$ cat src/rtl/modulo_mux4_1_tdm.sv
// Four-channel time-division multiplexer driving a 1:4 demux.
// Each frame is four slots of SLOT_CYCLES clocks. The slot order is input_sel 00, 01, 10, 11,
// which carries in[3], in[2], in[1], in[0] in that order.
// A snapshot of the inputs is taken at the start of each frame and held for the whole frame.
module modulo_mux4_1_tdm #(
  parameter int unsigned SLOT_CYCLES = 4
) (
  input  logic       clk,
  input  logic       rst,
  input  logic       enable,
  input  logic [3:0] in,
  output logic       A,
  output logic [1:0] input_sel,
  output logic       valid,
  output logic       frame_start,
  output logic [7:0] frame_count
);

  typedef enum logic [0:0] {StIdle, StScan} state_e;

  // Last value of the per-slot counter; SLOT_CYCLES is at most 16, so 4 bits are enough.
  localparam logic [3:0] SlotLast = 4'(SLOT_CYCLES - 1);

  state_e     state_q, state_d;
  logic [3:0] cnt_q, cnt_d;
  logic [1:0] sel_q, sel_d;
  logic [3:0] snap_q, snap_d;
  logic       fstart_q, fstart_d;
  logic [7:0] fcnt_q, fcnt_d;

  // State and datapath registers with asynchronous reset.
  always_ff @(posedge clk or posedge rst) begin
    if (rst) begin
      state_q  <= StIdle;
      cnt_q    <= '0;
      sel_q    <= '0;
      snap_q   <= '0;
      fstart_q <= 1'b0;
      fcnt_q   <= '0;
    end else begin
      state_q  <= state_d;
      cnt_q    <= cnt_d;
      sel_q    <= sel_d;
      snap_q   <= snap_d;
      fstart_q <= fstart_d;
      fcnt_q   <= fcnt_d;
    end
  end

  // Next-state logic: slot counting, frame wrap and back-to-back frame restart.
  always_comb begin
    state_d  = state_q;
    cnt_d    = cnt_q;
    sel_d    = sel_q;
    snap_d   = snap_q;
    fstart_d = 1'b0;
    fcnt_d   = fcnt_q;
    unique case (state_q)
      StIdle: begin
        if (enable) begin
          state_d  = StScan;
          snap_d   = in;
          sel_d    = 2'd0;
          cnt_d    = '0;
          fstart_d = 1'b1;
        end
      end
      StScan: begin
        if (cnt_q == SlotLast) begin
          cnt_d = '0;
          if (sel_q == 2'd3) begin
            // End of frame. The frame always completes, and enable only decides what follows.
            fcnt_d = fcnt_q + 8'd1;
            sel_d  = 2'd0;
            if (enable) begin
              snap_d   = in;
              fstart_d = 1'b1;
            end else begin
              state_d = StIdle;
            end
          end else begin
            sel_d = sel_q + 2'd1;
          end
        end else begin
          cnt_d = cnt_q + 4'd1;
        end
      end
      default: state_d = StIdle;
    endcase
  end

  // Outputs are decoded only from registers. Inverting the select maps 00 to in[3].
  always_comb begin
    valid       = (state_q == StScan);
    input_sel   = sel_q;
    frame_start = fstart_q;
    frame_count = fcnt_q;
    A           = valid ? snap_q[~sel_q] : 1'b0;
  end

endmodule

$ cat config.mk
export PLATFORM = sky130hd
export DESIGN_NAME = modulo_mux4_1_tdm
export DESIGN_NICKNAME = d
export VERILOG_FILES = /design/src/rtl/modulo_mux4_1_tdm.sv
export SDC_FILE = /design/constraint.sdc
export NUM_CORES = 1
export LEC_CHECK = 0
export CAP_MARGIN = 0
export CORE_MARGIN = 4
export CORE_UTILIZATION = 50
export CTS_BUF_LIST = sky130_fd_sc_hd__clkbuf_8
export DETAILED_ROUTE_END_ITERATION = 16
export DONT_BUFFER_PORTS = 1
export GPL_ROUTABILITY_DRIVEN = 0
export HOLD_SLACK_MARGIN = 0.06
export PLACE_DENSITY = 0.74
export SLEW_MARGIN = 10
export SYNTH_ARGS = -nofsm -noshare
export SYNTH_HDL_FRONTEND = slang
export SYNTH_SLANG_ARGS = --single-unit
$ cat constraint.sdc
create_clock -name clk -period 2.4 [get_ports clk]
set_input_delay 0.36 -clock clk [delete_from_list [all_inputs] [get_ports clk]]
set_output_delay 0.36 -clock clk [all_outputs]
set_load 0.02 [all_outputs]
; Word level (Yosys, flattened, before mapping)
; Cells that the tools add are included.
[totals]
regBits = 20
elab_cells = 41
[classes]
addsub = 3
order_cmp = 1
n_eq_ne = 5
muxes = 21
bitwise = 2
reduce_logical = 3
[op_table]
columns = op, n
row1 = $mux 4, 5
row2 = $pmux 4 s2, 2
row3 = $add 8x1->8 const B, 1
row4 = $mux 1, 7
row5 = $mux 2, 3
row6 = $add 4x1->4 const B, 1
row7 = $eq 4x2->1 const B, 1
row8 = $ne 2x1->1 const B, 2
row9 = $pmux 1 s2, 2
row10 = $pmux 2 s2, 1
row11 = $reduce_and 2->1, 2
row12 = $lt 2x3->1 const B, 1
row13 = $reduce_and 3->1, 1
row14 = $add 2x1->2 const B, 1
row15 = $bmux 1 s2, 1
row16 = $eq 2x2->1 const B, 1
row17 = $ne 2x2->1 const B, 1
row18 = $not 2->2, 1
row19 = $not 1->1, 1

; Depth between registers and ports, before layout
[depth]
ltp_word = 4
ltp_mapped = 4
depth_no_buf = 4

; Worst setup path after synthesis
; Ideal clock, no wire load.
[synth_path]
kind = flip-flop to flip-flop
start = register sel_q[0] (netlist: input_sel[0])
end = register snap_q[0]
setup_ps = 125
arrival_time_ps = 1541
t_required_ps = 2275
path_slack_ps = 734
stages_incl_launch_ff = 5
cell_sequence = dfrtp_1 -> ha_1 -> nor4bb_4 -> o21ai_4 -> mux2_4
[synth_via]
elab_chain_cells = 3
[synth_rtl]
columns = element, line_no
row1 = from (decl), 26  ; logic [1:0] sel_q, sel_d;
row2 = from (signal assigned), 43  ; sel_q <= sel_d;
row3 = $eq 2x2->1, 71  ; if (sel_q == 2'd3) begin
row4 = $ne 2x1->1 (no source line), --
row5 = $reduce_and 2->1 (no source line), --
row6 = to (signal assigned), 44  ; snap_q <= snap_d;
row7 = to (decl), 27  ; logic [3:0] snap_q, snap_d;
; No other way between the ends.
; A chain may end at the register's enable or synchronous reset.

; Worst setup path after layout
[layout_path]
start = register sel_q[0] (netlist: input_sel[0])
end = output port A
[layout_via]
elab_chain_cells = 4
[layout_rtl]
columns = element, line_no
row1 = $not 2->2, 98  ; A = valid ? snap_q[~sel_q] : 1'b0;
row2 = $bmux 1 s2, 98
row3 = $mux 1 (not written as such), 98
row4 = $mux 1, 98
row5 = to (decl), 12  ; output logic A,
; No other way between the ends. The select of a mux whose other input is x is not followed.

==> results.py <==
metrics = {
    "status": {
        "status": "finished clean",
    },
    "placed_design": {
        "numPlacedInstances": 103,
        "dpl_cell_area_um2": 1037,
        "io_buffers": 0,
        "dpl.hpwl_um": 1217,
    },
    "setup_path": {
        "regToRegEndpoint": "snap_q[3]$_DFFE_PP0P_",
        "endpoint_kind": "output port",
        "worstSetupPathType": "register to output port",
        "worstPathArrival_ns": 1.58,
        "reg2reg_slack_ns": 0.61,
        "critPathLaunchType": "register",
        "worstRegToRegCells": 4,
        "r2r_start": "input_sel[0]$_DFFE_PP0P_",
        "crit_path_max_fanout": 5,
        "required_ns": 2.04,
    },
    "sta": {
        "finalSetupViolations": 0,
        "grt_setup_unrepaired": "false",
        "tns_ns": 0,
        "fin_skew_ns": 0.004023,
        "slew_headroom": 0.4950,
        "whs_ns": 0.1285,
        "clock.fmax_mhz": 515.3,
        "finalCritPeriodShare": 0.8086,
        "period_minus_slack_ns": 1.941,
        "finalMaxSlewViolations": 0,
        "tightest_slew_ns": 0.7566,
        "finalHoldViolCount": 0,
    },
    "synthesis": {
        "synth.net_count": 88,
        "synthMuxAreaShare": 0.1244,
        "synth_cells": 78,
        "synth.distinct_cells": 30,
        "synth_compound_area_frac": 0.05597,
        "synth-seq-cells": 20,
        "synthSimpleGateAreaFrac": 0.2002,
        "syn-cell-area_um2": 1006,
        "synth.yosys.warnings": 0,
        "avgSynthCellArea_um2": 12.90,
        "synthAdderAreaFrac": 0.03731,
        "synth_xor_area_frac": 0.06965,
        "synth_top_family_by_area": "simple AND/OR/NAND/NOR gates",
        "seq_area_frac_synth": 0.4975,
    },
    "die": {
        "dieArea_um2": 2794,
        "core-area_um2": 1821,
        "rows": 15,
        "ioPinCount": 20,
        "die_h_um": 52.86,
        "die_w_um": 52.86,
        "start_util": 0.5526,
    },
    "grt": {
        "antenna_found_initial": 0,
        "grt_max_degree": 21,
        "met3_usage": 0.05352,
        "gr-total-overflow": 0,
        "grt_pass1_vias": 627,
        "grt_pass1_wl_um": 2891,
        "use_met2": 0.2355,
        "use_met1": 0.1658,
        "grt_usage": 0.1455,
        "grt_busiest_layer": "met2",
    },
    "final_layout": {
        "layout-drive-gt1-share": 0.2469,
        "layout.cells.non_filler": 106,
        "final_cell_mix": "dfrtp_1, xor2_1, nand2_1",
        "design_area_um2": 1079,
        "final_common_cell": "dfrtp_1",
        "n_antenna_cell": 0,
        "syn2layout_area_growth_pct": 7.213,
        "fin_nets": 93,
    },
    "routing": {
        "firstDrtPassIters": 3,
        "drc_errors": 0,
        "initialDrtViolationCount": 6,
        "wire_per_inst_um": 15.86,
        "ant_nets": 0,
        "vias": 590,
        "routed_wl_um": 1681,
        "viasPerCell": 5.566,
    },
    "pwr": {
        "powerDensity_nw_per_um2": 1185,
        "total_power_mw": 1.278,
        "p_leak_nw": 0.4946,
        "ir_drop_v": 0.0006602,
    },
    "worst_hold_path": {
        "hp-class": "input port to asynchronous set/reset pin",
    },
    "clocking": {
        "holdBufCountCts": 0,
        "cts_max_path_buffers": 2,
        "cts.repair.resized": 0,
        "clock_sinks": 20,
        "post-cts-setup-buffers": 0,
        "insertion_delay_ns": 0.25,
        "cts_root_buffer": "clkbuf_8",
        "path_clk_slew_ns": 0.07,
        "cts_made_buffers": 3,
        "cts_tree": "built",
        "htree_levels": 1,
    },
    "flow_run": {
        "drv_cap": 0,
    },
}
==> sequential cells by signal, indices dropped and copies added, names as in the netlist <==
name and count:
input_sel 2, snap_q 4, cnt_q 4, frame_count 8, valid 1, frame_start 1
==> cell usage after synthesis <==
cell type,n,share of area
dfrtp_1,20,0.50
nand2_1,7,0.026
xor2_1,7,0.061
mux2_4,4,0.060
ha_1,3,0.037
inv_1,3,0.011
nand3_1,3,0.015
mux2_2,2,0.022
mux2i_1,2,0.020
nand4_1,2,0.012
nor2_1,2,0.0075
nor3_1,2,0.010
nor4_1,2,0.012
nor4_2,2,0.025
o22ai_1,2,0.012
a21oi_1,1,0.0050
a22o_2,1,0.010
and2_2,1,0.0075
inv_2,1,0.0037
mux4_2,1,0.022
nand2b_1,1,0.0062
nand2b_4,1,0.014
nand3b_4,1,0.020
nor3b_2,1,0.012
nor4bb_4,1,0.025
o21ai_0,1,0.0050
o21ai_4,1,0.016
o31ai_1,1,0.0075
or2b_1,1,0.0075
xnor2_1,1,0.0087
==> how the worst max path moves through the flow <==
stage,from,to,slack (ns)
floorplan,input_sel[0]$_DFFE_PP0P_,snap_q[0]$_DFFE_PP0P_,0.73
finish,input_sel[0]$_DFFE_PP0P_,A,0.46
global route,input_sel[0]$_DFFE_PP0P_,A,0.40
global placement,input_sel[0]$_DFFE_PP0P_,snap_q[1]$_DFFE_PP0P_,0.68
CTS,input_sel[0]$_DFFE_PP0P_,A,0.45
detailed placement,input_sel[0]$_DFFE_PP0P_,snap_q[3]$_DFFE_PP0P_,0.61
==> worst max-delay path, stage by stage, from the launching register on <==
cell and delay, ns:
dfrtp_1 0.55, mux4_2 0.53, and2_2 0.25
==> kinds of logic (layout without fill, tap and decap cells) <==
family,count (synthesis),count (layout)
XOR/XNOR,8,8
AND/OR/NAND/NOR,27,27
AO/OA/AOI/OAI,7,7
multiplexers,9,9
buffers and inverters,4,7
adder cells (fa/ha/maj),3,3
flip-flops,20,20
==> power breakdown <==
part           switching (mW)  internal, mW  leakage (nW)  total [mW]
Combinational           0.195         0.240         0.220       0.436
Clock                  0.0992         0.111        0.0216       0.211
Sequential              0.188         0.443         0.253       0.631
Total                   0.482         0.795         0.495        1.28
==> routing by layer <==
| metal | wire length (µm) | share of wire | up-vias |
|---|---|---|---|
| met4 | 36 | 0.021 | 0 |
| met1 | 752 | 0.45 | 283 |
| li1 | - | - | 286 |
| met2 | 768 | 0.46 | 17 |
| met3 | 123 | 0.073 | 4 |
| met5 | 0 | 0 | - |
==> stage by stage <==
| stage | util | setup slack [ns] |
|---|---|---|
| floorplan | - | 0.7339 |
| global placement | 0.5698 | 0.6764 |
| detailed placement | 0.5698 | 0.6091 |
| CTS | 0.5924 | 0.4479 |
| global route | 0.5924 | 0.4028 |
| finish | 0.5924 | 0.4595 |
==> layout make-up <==
type | count | area (µm²)
clock buffers | 3 | 41.29
multi-input cells | 54 | 490.5
well taps | 25 | 31.28
flip-flops and latches | 20 | 500.5
fillers | 160 | 742.0
inverters | 4 | 15.01
Power figures use the tool's default switching activity.
